$ cat src/rtl/ip_tx_framer_pkg.sv
`default_nettype none
// ============================================================================
// Package     : ip_tx_framer_pkg
// Description : IPv4 header constants, FSM state encodings, header field
//               offsets and the 160-bit header builder for ip_tx_framer.
// Revision    : 1.0 - initial release
// ============================================================================
package ip_tx_framer_pkg;

  localparam logic [3:0]  IP_VERSION     = 4'd4;
  localparam logic [3:0]  IP_IHL         = 4'd5;
  localparam int          HDR_BYTES      = 20;
  localparam int          HDR_WORDS      = 10;
  localparam logic [15:0] IP_HDR_LEN     = 16'd20;
  localparam logic [15:0] IP_MAX_PAYLOAD = 16'd65515;

  // Bit offset of the LSB of the checksum field inside the 160-bit header
  localparam int          CSUM_LSB       = 64;

  localparam logic [2:0]  ST_IDLE = 3'd0;
  localparam logic [2:0]  ST_CSUM = 3'd1;
  localparam logic [2:0]  ST_FOLD = 3'd2;
  localparam logic [2:0]  ST_HDR  = 3'd3;
  localparam logic [2:0]  ST_PAY  = 3'd4;

  // Header in network order, first byte at bit 159; TOS, MF and offset are 0
  function automatic logic [159:0] build_hdr(
    input logic [15:0] tot_len,
    input logic [15:0] id,
    input logic        df,
    input logic [7:0]  ttl,
    input logic [7:0]  proto,
    input logic [15:0] csum,
    input logic [31:0] src,
    input logic [31:0] dst
  );
    return {IP_VERSION, IP_IHL, 8'h00, tot_len, id,
            1'b0, df, 1'b0, 13'd0, ttl, proto, csum, src, dst};
  endfunction

endpackage
`default_nettype wire

$ cat src/rtl/ip_tx_framer_csum_acc.sv
`default_nettype none
// ============================================================================
// Module      : ip_tx_framer_csum_acc
// Description : Sequential 16-bit one's-complement word accumulator with a
//               20-bit sum, double end-around fold and final inversion.
// Revision    : 1.0 - initial release
// ============================================================================
module ip_tx_framer_csum_acc (
  input  logic        clk,
  input  logic        rst,
  input  logic        clear_i,
  input  logic        add_i,
  input  logic [15:0] word_i,
  input  logic        done_i,
  output logic [15:0] csum_o
);

  logic [19:0] acc_q;
  logic [16:0] fold1;
  logic [15:0] fold2;

  // Accumulate one header word per add cycle; clear starts a new datagram
  always_ff @(posedge clk or posedge rst) begin
    if (rst) begin
      acc_q <= '0;
    end else if (clear_i) begin
      acc_q <= '0;
    end else if (add_i) begin
      acc_q <= acc_q + {4'd0, word_i};
    end
  end

  // Two folds are needed: the first one can itself carry out of bit 15
  always_comb begin
    fold1  = {1'b0, acc_q[15:0]} + {13'd0, acc_q[19:16]};
    fold2  = fold1[15:0] + {15'd0, fold1[16]};
    csum_o = done_i ? ~fold2 : 16'h0000;
  end

endmodule
`default_nettype wire

$ cat src/rtl/ip_tx_framer.sv
`default_nettype none
// ============================================================================
// Module      : ip_tx_framer
// Description : Streaming IPv4 transmit framer. Computes the header checksum
//               over 10 cycles, emits the 20-byte header DATA_BYTES per beat,
//               then passes the payload stream through combinationally.
// Revision    : 1.0 - initial release
// ============================================================================
module ip_tx_framer
  import ip_tx_framer_pkg::*;
#(
  parameter int         DATA_BYTES = 1,
  parameter logic [7:0] IP_TTL     = 8'd64,
  parameter logic [7:0] IP_PROTO   = 8'd17,
  parameter logic       IP_DF      = 1'b1
) (
  input  logic                    clk,
  input  logic                    rst,
  input  logic [31:0]             src_ip_i,
  input  logic [31:0]             dst_ip_i,
  input  logic [15:0]             req_len_i,
  input  logic                    req_valid_i,
  output logic                    req_ready_o,
  input  logic [8*DATA_BYTES-1:0] s_tdata_i,
  input  logic [DATA_BYTES-1:0]   s_tkeep_i,
  input  logic                    s_tvalid_i,
  input  logic                    s_tlast_i,
  output logic                    s_tready_o,
  output logic [8*DATA_BYTES-1:0] m_tdata_o,
  output logic [DATA_BYTES-1:0]   m_tkeep_o,
  output logic                    m_tvalid_o,
  output logic                    m_tlast_o,
  input  logic                    m_tready_i,
  output logic [15:0]             ip_id_o,
  output logic                    busy_o,
  output logic                    err_len_o
);

  localparam int         DW        = 8 * DATA_BYTES;
  localparam int         HDR_BEATS = HDR_BYTES / DATA_BYTES;
  localparam logic [4:0] HDR_LAST  = 5'(HDR_BEATS - 1);
  localparam logic [4:0] CSUM_LAST = 5'(HDR_WORDS - 1);

  logic [2:0]   state_q, state_d;
  logic [159:0] hdr_q,   hdr_d;
  logic [4:0]   cnt_q,   cnt_d;
  logic [15:0]  len_q,   len_d;
  logic [16:0]  bytes_q, bytes_d;
  logic [15:0]  id_q,    id_d;
  logic         err_q,   err_d;

  logic         csum_clear, csum_add, csum_done;
  logic [15:0]  csum;
  logic [2:0]   keep_cnt;

  ip_tx_framer_csum_acc u_csum (
    .clk     (clk),
    .rst     (rst),
    .clear_i (csum_clear),
    .add_i   (csum_add),
    .word_i  (hdr_q[159:144]),
    .done_i  (csum_done),
    .csum_o  (csum)
  );

  // Number of valid bytes in the current payload beat
  always_comb begin
    keep_cnt = '0;
    for (int i = 0; i < DATA_BYTES; i++) begin
      keep_cnt = keep_cnt + {2'b00, s_tkeep_i[i]};
    end
  end

  // Output mux: header register while in HDR, straight payload pass in PAY
  always_comb begin
    req_ready_o = (state_q == ST_IDLE);
    s_tready_o  = (state_q == ST_PAY) & m_tready_i;
    m_tvalid_o  = 1'b0;
    m_tlast_o   = 1'b0;
    m_tdata_o   = '0;
    m_tkeep_o   = '0;
    case (state_q)
      ST_HDR: begin
        m_tvalid_o = 1'b1;
        m_tdata_o  = hdr_q[159 -: DW];
        m_tkeep_o  = '1;
        m_tlast_o  = (cnt_q == HDR_LAST) && (len_q == 16'd0);
      end
      ST_PAY: begin
        m_tvalid_o = s_tvalid_i;
        m_tdata_o  = s_tdata_i;
        m_tkeep_o  = s_tkeep_i;
        m_tlast_o  = s_tlast_i;
      end
      default: ;
    endcase
  end

  // Next-state logic; the header register rotates during CSUM so the
  // accumulator always sees the next word at the top, ending where it began
  always_comb begin
    state_d    = state_q;
    hdr_d      = hdr_q;
    cnt_d      = cnt_q;
    len_d      = len_q;
    bytes_d    = bytes_q;
    id_d       = id_q;
    err_d      = 1'b0;
    csum_clear = 1'b0;
    csum_add   = 1'b0;
    csum_done  = 1'b0;
    case (state_q)
      ST_IDLE: begin
        if (req_valid_i) begin
          if (req_len_i > IP_MAX_PAYLOAD) begin
            err_d = 1'b1;
          end else begin
            state_d    = ST_CSUM;
            len_d      = req_len_i;
            cnt_d      = '0;
            bytes_d    = '0;
            csum_clear = 1'b1;
            hdr_d      = build_hdr(req_len_i + IP_HDR_LEN, id_q, IP_DF, IP_TTL,
                                   IP_PROTO, 16'h0000, src_ip_i, dst_ip_i);
          end
        end
      end
      ST_CSUM: begin
        csum_add = 1'b1;
        hdr_d    = {hdr_q[143:0], hdr_q[159:144]};
        cnt_d    = cnt_q + 5'd1;
        if (cnt_q == CSUM_LAST) begin
          state_d = ST_FOLD;
          cnt_d   = '0;
        end
      end
      ST_FOLD: begin
        csum_done              = 1'b1;
        hdr_d[CSUM_LSB +: 16]  = csum;
        state_d                = ST_HDR;
      end
      ST_HDR: begin
        if (m_tready_i) begin
          hdr_d = hdr_q << DW;
          cnt_d = cnt_q + 5'd1;
          if (cnt_q == HDR_LAST) begin
            cnt_d = '0;
            if (len_q == 16'd0) begin
              state_d = ST_IDLE;
              id_d    = id_q + 16'd1;
            end else begin
              state_d = ST_PAY;
            end
          end
        end
      end
      ST_PAY: begin
        if (s_tvalid_i && m_tready_i) begin
          bytes_d = bytes_q + {14'd0, keep_cnt};
          if (s_tlast_i) begin
            state_d = ST_IDLE;
            id_d    = id_q + 16'd1;
            err_d   = (bytes_d != {1'b0, len_q});
          end
        end
      end
      default: state_d = ST_IDLE;
    endcase
  end

  // State registers; reset aborts any frame in flight
  always_ff @(posedge clk or posedge rst) begin
    if (rst) begin
      state_q <= ST_IDLE;
      hdr_q   <= '0;
      cnt_q   <= '0;
      len_q   <= '0;
      bytes_q <= '0;
      id_q    <= '0;
      err_q   <= 1'b0;
    end else begin
      state_q <= state_d;
      hdr_q   <= hdr_d;
      cnt_q   <= cnt_d;
      len_q   <= len_d;
      bytes_q <= bytes_d;
      id_q    <= id_d;
      err_q   <= err_d;
    end
  end

  assign ip_id_o   = id_q;
  assign busy_o    = (state_q != ST_IDLE);
  assign err_len_o = err_q;

endmodule
`default_nettype wire

$ cat config.mk
export PLATFORM = sky130hd
export DESIGN_NAME = ip_tx_framer
export DESIGN_NICKNAME = d
export VERILOG_FILES = /design/src/rtl/ip_tx_framer_pkg.sv /design/src/rtl/ip_tx_framer_csum_acc.sv /design/src/rtl/ip_tx_framer.sv
export SDC_FILE = /design/constraint.sdc
export NUM_CORES = 1
export LEC_CHECK = 0
export BUFFER_PORTS_ARGS = -buffer_cell sky130_fd_sc_hd__buf_2
export CORE_MARGIN = 2
export CORE_UTILIZATION = 37
export CTS_CLUSTER_SIZE = 25
export DETAILED_ROUTE_END_ITERATION = 16
export GPL_TIMING_DRIVEN = 0
export PLACE_DENSITY_LB_ADDON = 0.08
export SETUP_SLACK_MARGIN = 0.05
export SLEW_MARGIN = 10
export SYNTH_ARGS = -nofsm -noshare
export SYNTH_HDL_FRONTEND = slang
export SYNTH_SLANG_ARGS = --single-unit
$ cat constraint.sdc
create_clock -name clk -period 22.8 [get_ports clk]
set_clock_uncertainty 0.05 [all_clocks]
set_input_delay 2.28 -clock clk [delete_from_list [all_inputs] [get_ports clk]]
set_output_delay 2.28 -clock clk [all_outputs]
set_load 0.05 [all_outputs]
==> results.sh, run 1 <==
export IMPL_hold_viol=0
export IMPL_max_slew_margin_rel_pct=36.1
export IMPL_post_cts_buffers=0
export IMPL_synthFlopType="dfrtp_1"
export IMPL_layout_commonest_cell="nand2_1"
export IMPL_syn2layout_area_growth_pct=16.5
export IMPL_slew_viol_final=0
export IMPL_drive_above_1_share_pct=13.6
export IMPL_tns_ns=0
export IMPL_grt_pass1_vias=12483
export IMPL_final_cell_mix="nand2_1, dfrtp_1, o21ai_0"
export IMPL_seq_area_frac_synth_pct=41.7
export IMPL_core_area_mm2=0.0378
export IMPL_detail_route_antenna_nets=0
export IMPL_status="finished clean"
export IMPL_die_w_um=200
export IMPL_clockRootBuffer="clkbuf_16"
export IMPL_grtUsageTotal_pct=24.5
export IMPL_tightest_slew_ns=0.959
export IMPL_first_pass_iters=6
export IMPL_ys_ff_latch=238
export IMPL_p_leak_nw=7.19
export IMPL_insertion_delay_ns=0.58
export IMPL_cts_num_sinks=238
export IMPL_io_pin_count=126
export IMPL_cp_end_kind="output port"
export IMPL_fin_area_mm2=0.0166
export IMPL_synth_edf_count=0
export IMPL_vdd_ir_drop_worst_v=0.0000734
export IMPL_synth_area_per_cell_um2=8.68
export IMPL_finalSetupViolCount=0
export IMPL_first_iter_violations=987
export IMPL_cts_max_path_buffers=3
export IMPL_cp_required_ns=20.47
export IMPL_vias=12896
export IMPL_cts_htree_levels=1
export IMPL_cts_resized=0
export IMPL_crit_arrival_ns=3.32
export IMPL_cts_tree="done"
export IMPL_fillers=3839
export IMPL_place_area_mm2=0.0156
export IMPL_setup_ws_ns=17.15
export IMPL_grt_max_degree=99
export IMPL_rows=71
export IMPL_holdWs_ns=0.443
export IMPL_final_nets=1930
export IMPL_power_density_mw_per_mm2=144
export IMPL_pre_cts_slack_ns=17.15
export IMPL_netlist_cell_type_count=84
export IMPL_power_mw=2.39
export IMPL_drc=0
export IMPL_viasPerCell=5.52
export IMPL_synth_area_mm2=0.0143
export IMPL_drv_cap=0
export IMPL_ff_latch_area_mm2=0.00596
export IMPL_cts_inserted_buffers=30
export IMPL_grt_pass1_wl_um=77200
export IMPL_critical_path_class="primary input to output port"
export IMPL_wire_per_inst_um=21.2
export IMPL_fin_crit_sh_pct=24.8
export IMPL_rsz0062_at_grt="false"
export IMPL_grt_antenna_before_repair=0
export IMPL_gr_total_overflow=0
export IMPL_start_kind="primary input"
export IMPL_syn_inst=1646
export IMPL_gp_congestion=0.854
export IMPL_io_buffers=124
export IMPL_critPathMaxFanout=8
export IMPL_die_h_um=200
export IMPL_mappedNetlistNets=1772
export IMPL_min_period_ns=5.65
export IMPL_clk_pin_slew_worst_paths_ns=0.06
export IMPL_dpl_hpwl_um=36900
export IMPL_async_flop_share_pct=100
export IMPL_die_area_mm2=0.0402
export IMPL_fmax_mhz=177
export IMPL_wl_um=49500
export IMPL_ys_warn_count=0
export IMPL_antenna_cells=0
export IMPL_hold_buffers=0
export IMPL_multi_input_area_mm2=0.00768
export IMPL_hold_path_class="register to register"
export IMPL_start_util_pct=37.7
==> critical path: stages <==
cell and delay (ns):
clkbuf_1 0.31, inv_1 0.16, nor2_1 0.25, buf_2 0.32
==> synth_stat cells (9+ instances only) <==
| master | number | area, um2 |
|---|---|---|
| nand2_1 | 249 | 935 |
| dfrtp_1 | 238 | 5960 |
| o21ai_0 | 198 | 991 |
| nor2_1 | 122 | 458 |
| a21oi_1 | 119 | 596 |
| mux2i_1 | 93 | 931 |
| clkbuf_1 | 70 | 263 |
| xnor2_1 | 55 | 482 |
| a22oi_1 | 48 | 360 |
| nand3_1 | 48 | 240 |
| ha_1 | 29 | 363 |
| inv_1 | 26 | 97.6 |
| xor2_1 | 22 | 193 |
| nand4_1 | 21 | 131 |
| buf_2 | 20 | 100 |
| a22o_1 | 18 | 158 |
| buf_4 | 18 | 135 |
| o21ai_1 | 18 | 90.1 |
| a31oi_1 | 15 | 93.8 |
| nor3_1 | 15 | 75.1 |
| and3_1 | 14 | 87.6 |
| nand2b_1 | 14 | 87.6 |
| nor2b_1 | 14 | 87.6 |
| o22ai_1 | 12 | 75.1 |
| o31ai_1 | 12 | 90.1 |
| o211ai_1 | 10 | 75.1 |
| a21o_1 | 9 | 67.6 |
| and2_1 | 9 | 56.3 |
==> metal layers <==
metal / wire, um / track usage (%)
met5: 0 / 0
met1: 23500 / 36.1
met4: 1200 / 6.03
met2: 22600 / 38.3
met3: 2270 / 3.05
==> cells by family after synthesis <==
kind of cell,count (synthesis),share of synthesized area (%)
adder cells (fa/ha/maj),31,2.82
AND/OR/NAND/NOR,556,18.3
multiplexers,96,6.77
buffers and inverters,144,4.50
AO/OA/AOI/OAI,504,21.2
XOR/XNOR,77,4.72
flip-flops,238,41.7
==> final timing paths <==
path                                   from  slack, ns  depth (start not counted)                to
setup reg to reg           u_csum.acc_q[16]      19.25                         12         hdr_q[69]
setup / recovery                 m_tready_i      17.15                          4        s_tready_o
hold / removal             u_csum.acc_q[19]       0.44                          1  u_csum.acc_q[19]
hold reg to reg            u_csum.acc_q[19]       0.44                          1  u_csum.acc_q[19]
min in group asynchronous               rst       1.66                          2          len_q[6]
max in group asynchronous               rst      20.20                          3         hdr_q[54]
==> per-stage QoR <==
| step | instances | util (%) |
|---|---|---|
| CTS | 2337 | 44.0 |
| finish | 2337 | 44.0 |
| global route | 2337 | 44.0 |
| global placement | 2281 | 41.1 |
| floorplan | 1646 | - |
| detailed placement | 2283 | 41.2 |
==> power by group <==
part | internal [mW] | total [mW] | switching (mW)
registers | 0.580 | 0.774 | 0.194
clock network | 0.312 | 0.504 | 0.192
logic | 0.391 | 1.12 | 0.724
==> final cells by class <==
class	count	share of cell area [%]
multi-input cells	1264	46.2
flip-flops and latches	238	35.8
clock buffers	44	5.31
repair buffers	126	4.06
well taps	511	3.84
plain buffers	118	3.28
clock inverters	10	0.940
inverters	26	0.631
==> flip-flops by register name, summed over array words and instances, names as in the netlist <==
name          cells
len_q            16
state_q           3
bytes_q          17
ip_id_o          16
hdr_q           160
cnt_q             5
err_len_o         1
u_csum.acc_q     20
(Power assumes the default switching activity.)
==> run 2, diff against run 1 <==
==> constraint.sdc (replaced) <==
create_clock -name clk -period 5.39 [get_ports clk]
set_clock_uncertainty 0.05 [all_clocks]
set_input_delay 0.539 -clock clk [delete_from_list [all_inputs] [get_ports clk]]
set_output_delay 0.539 -clock clk [all_outputs]
set_load 0.05 [all_outputs]
==> run 2 against run 1 <==
Final cell count fell by 0.13%. Critical path depth rose by 1. Die area did not move. Via count fell by 0.18%. Clock-buffer cell count fell by 5. Sequential share of layout area barely moved. Sequential power rose to 4.2 times the previous value. Total power rose to 4.1 times the previous value. Core utilization barely moved. Clock power rose to 3.8 times the previous value. Critical path type is now register to output port.
==> results.sh, run 2 (synthesized netlist as in run 1, its figures left out) <==
export IMPL_status="finished clean"
export IMPL_die_area_mm2=0.0402
export IMPL_cts_tree="done"
export IMPL_wire_per_inst_um=21.2
export IMPL_final_util_pct=44.0
export IMPL_hold_viol=0
export IMPL_critical_path_class="register to output port"
export IMPL_syn2layout_area_growth_pct=16.5
export IMPL_grt_antenna_before_repair=0
export IMPL_first_iter_violations=960
export IMPL_crit_arrival_ns=3.11
export IMPL_cp_end_kind="output port"
export IMPL_regToRegSetupSlack_ns=1.92
export IMPL_cts_max_path_buffers=3
export IMPL_cts_resized=0
export IMPL_fmax_mhz=270
export IMPL_grtUsageTotal_pct=24.4
export IMPL_cts_inserted_buffers=30
export IMPL_tightest_slew_ns=0.879
export IMPL_grt_pass1_wl_um=76900
export IMPL_vdd_ir_drop_worst_v=0.000321
export IMPL_clk_pin_slew_worst_paths_ns=0.06
export IMPL_start_kind="register"
export IMPL_rows=71
export IMPL_dp_cells=2289
export IMPL_regMostFlops="hdr_q"
export IMPL_r2r_cells=12
export IMPL_fin_cells=2334
export IMPL_final_cell_mix="nand2_1, dfrtp_1, o21ai_0"
export IMPL_wl_met1_um=24000
export IMPL_hold_path_cell_count=3
export IMPL_setup_ws_ns=1.69
export IMPL_drive_above_1_share_pct=13.6
export IMPL_grt_pass1_vias=12698
export IMPL_drv_cap=0
export IMPL_antenna_cells=0
export IMPL_highest_layer="met4"
export IMPL_first_pass_iters=5
export IMPL_pre_cts_slack_ns=1.96
export IMPL_grt_max_degree=36
export IMPL_critPathMaxFanout=10
export IMPL_wl_um=49600
export IMPL_io_buffers=124
export IMPL_die_h_um=200
export IMPL_rsz0062_at_grt="false"
export IMPL_max_slew_margin_rel_pct=41.4
export IMPL_hold_end="len_q[7]"
export IMPL_viasPerCell=5.52
export IMPL_hp_start="req_len_i[7]"
export IMPL_dpl_hpwl_um=37400
export IMPL_fin_crit_sh_pct=68.7
export IMPL_gp_congestion=0.861
export IMPL_final_nets=1937
export IMPL_hold_path_class="primary input to register"
export IMPL_gr_total_overflow=0
export IMPL_min_period_ns=3.70
export IMPL_detail_route_antenna_nets=0
export IMPL_post_cts_buffers=0
export IMPL_finalSetupViolCount=0
export IMPL_r2r_end="hdr_q[69]"
export IMPL_die_w_um=200
export IMPL_p_leak_nw=7.19
export IMPL_slew_viol_final=0
export IMPL_worstReg2RegStart="u_csum.acc_q[16]"
export IMPL_drc=0
export IMPL_largest_register_ffs=160
export IMPL_cp_required_ns=4.80
export IMPL_reg_top3="hdr_q (160), u_csum.acc_q (20), bytes_q (17)"
export IMPL_clockRootBuffer="clkbuf_16"
export IMPL_cts_htree_levels=1
export IMPL_core_area_mm2=0.0378
export IMPL_power_density_mw_per_mm2=596
export IMPL_hold_buffers=1
export IMPL_cts_num_sinks=238
export IMPL_start_util_pct=37.7
export IMPL_wl_met2_um=22300
export IMPL_io_pin_count=126
export IMPL_layout_commonest_cell="nand2_1"
export IMPL_dr_wl_met3_um=1970
export IMPL_insertion_delay_ns=0.57
export IMPL_vias=12873
-- run 2: final cells by class --
| class | instances | area, um2 |
|---|---|---|
| clock inverters | 5 | 53.8 |
| inverters | 26 | 101 |
| plain buffers | 118 | 546 |
| repair buffers | 133 | 806 |
| flip-flops and latches | 238 | 5960 |
| multi-input cells | 1264 | 7680 |
| fillers | 3830 | 21200 |
| well taps | 511 | 639 |
| clock buffers | 39 | 856 |
-- run 2: metrics by stage --
stage | cell area (um2) | hold slack (ns) | power (mW) | TNS, ns
2_1_floorplan | 14300 | 0.400 | 6.33 | 0
3_3_place_gp | 15500 | 0.421 | 7.91 | -26.83
3_5_place_dp | 15700 | 0.434 | 7.97 | 0
4_1_cts | 16600 | 0.135 | 9.94 | 0
5_1_grt | 16600 | 0.169 | 10.6 | 0
6_report | 16600 | 0.156 | 9.92 | 0
-- run 2: how the worst max path moves through the flow --
stage               cells past startpoint        startpoint  slack (ns)            to
detailed placement                     12  u_csum.acc_q[16]        1.96     hdr_q[69]
finish                                  5        state_q[1]        1.69        busy_o
global placement                        2               rst       -0.15     hdr_q[25]
floorplan                               1               rst        1.68    bytes_q[0]
global route                            8        state_q[0]        1.56  m_tdata_o[7]
CTS                                     5        state_q[1]        1.73        busy_o
-- run 2: where the power goes --
part	switching [mW]	total (mW)	leakage [nW]	internal (mW)
combinational	3.05	4.71	3.64	1.66
sequential	0.824	3.28	3.09	2.45
clock	0.790	1.93	0.451	1.14
total	4.66	9.92	7.19	5.25
-- run 2: worst max-delay path, cell delays in order, from the launching register on --
cell	delay, ns
dfrtp_1	0.43
clkbuf_1	0.36
clkbuf_1	0.64
clkbuf_1	0.53
or3_1	0.28
buf_2	0.29
-- run 2: per-layer routing --
layer  track usage (%)  vias up
li1                  -     6170
met1              35.5     6353
met2              38.2      281
met3              3.15       69
met4              6.43        0
met5                 0        -
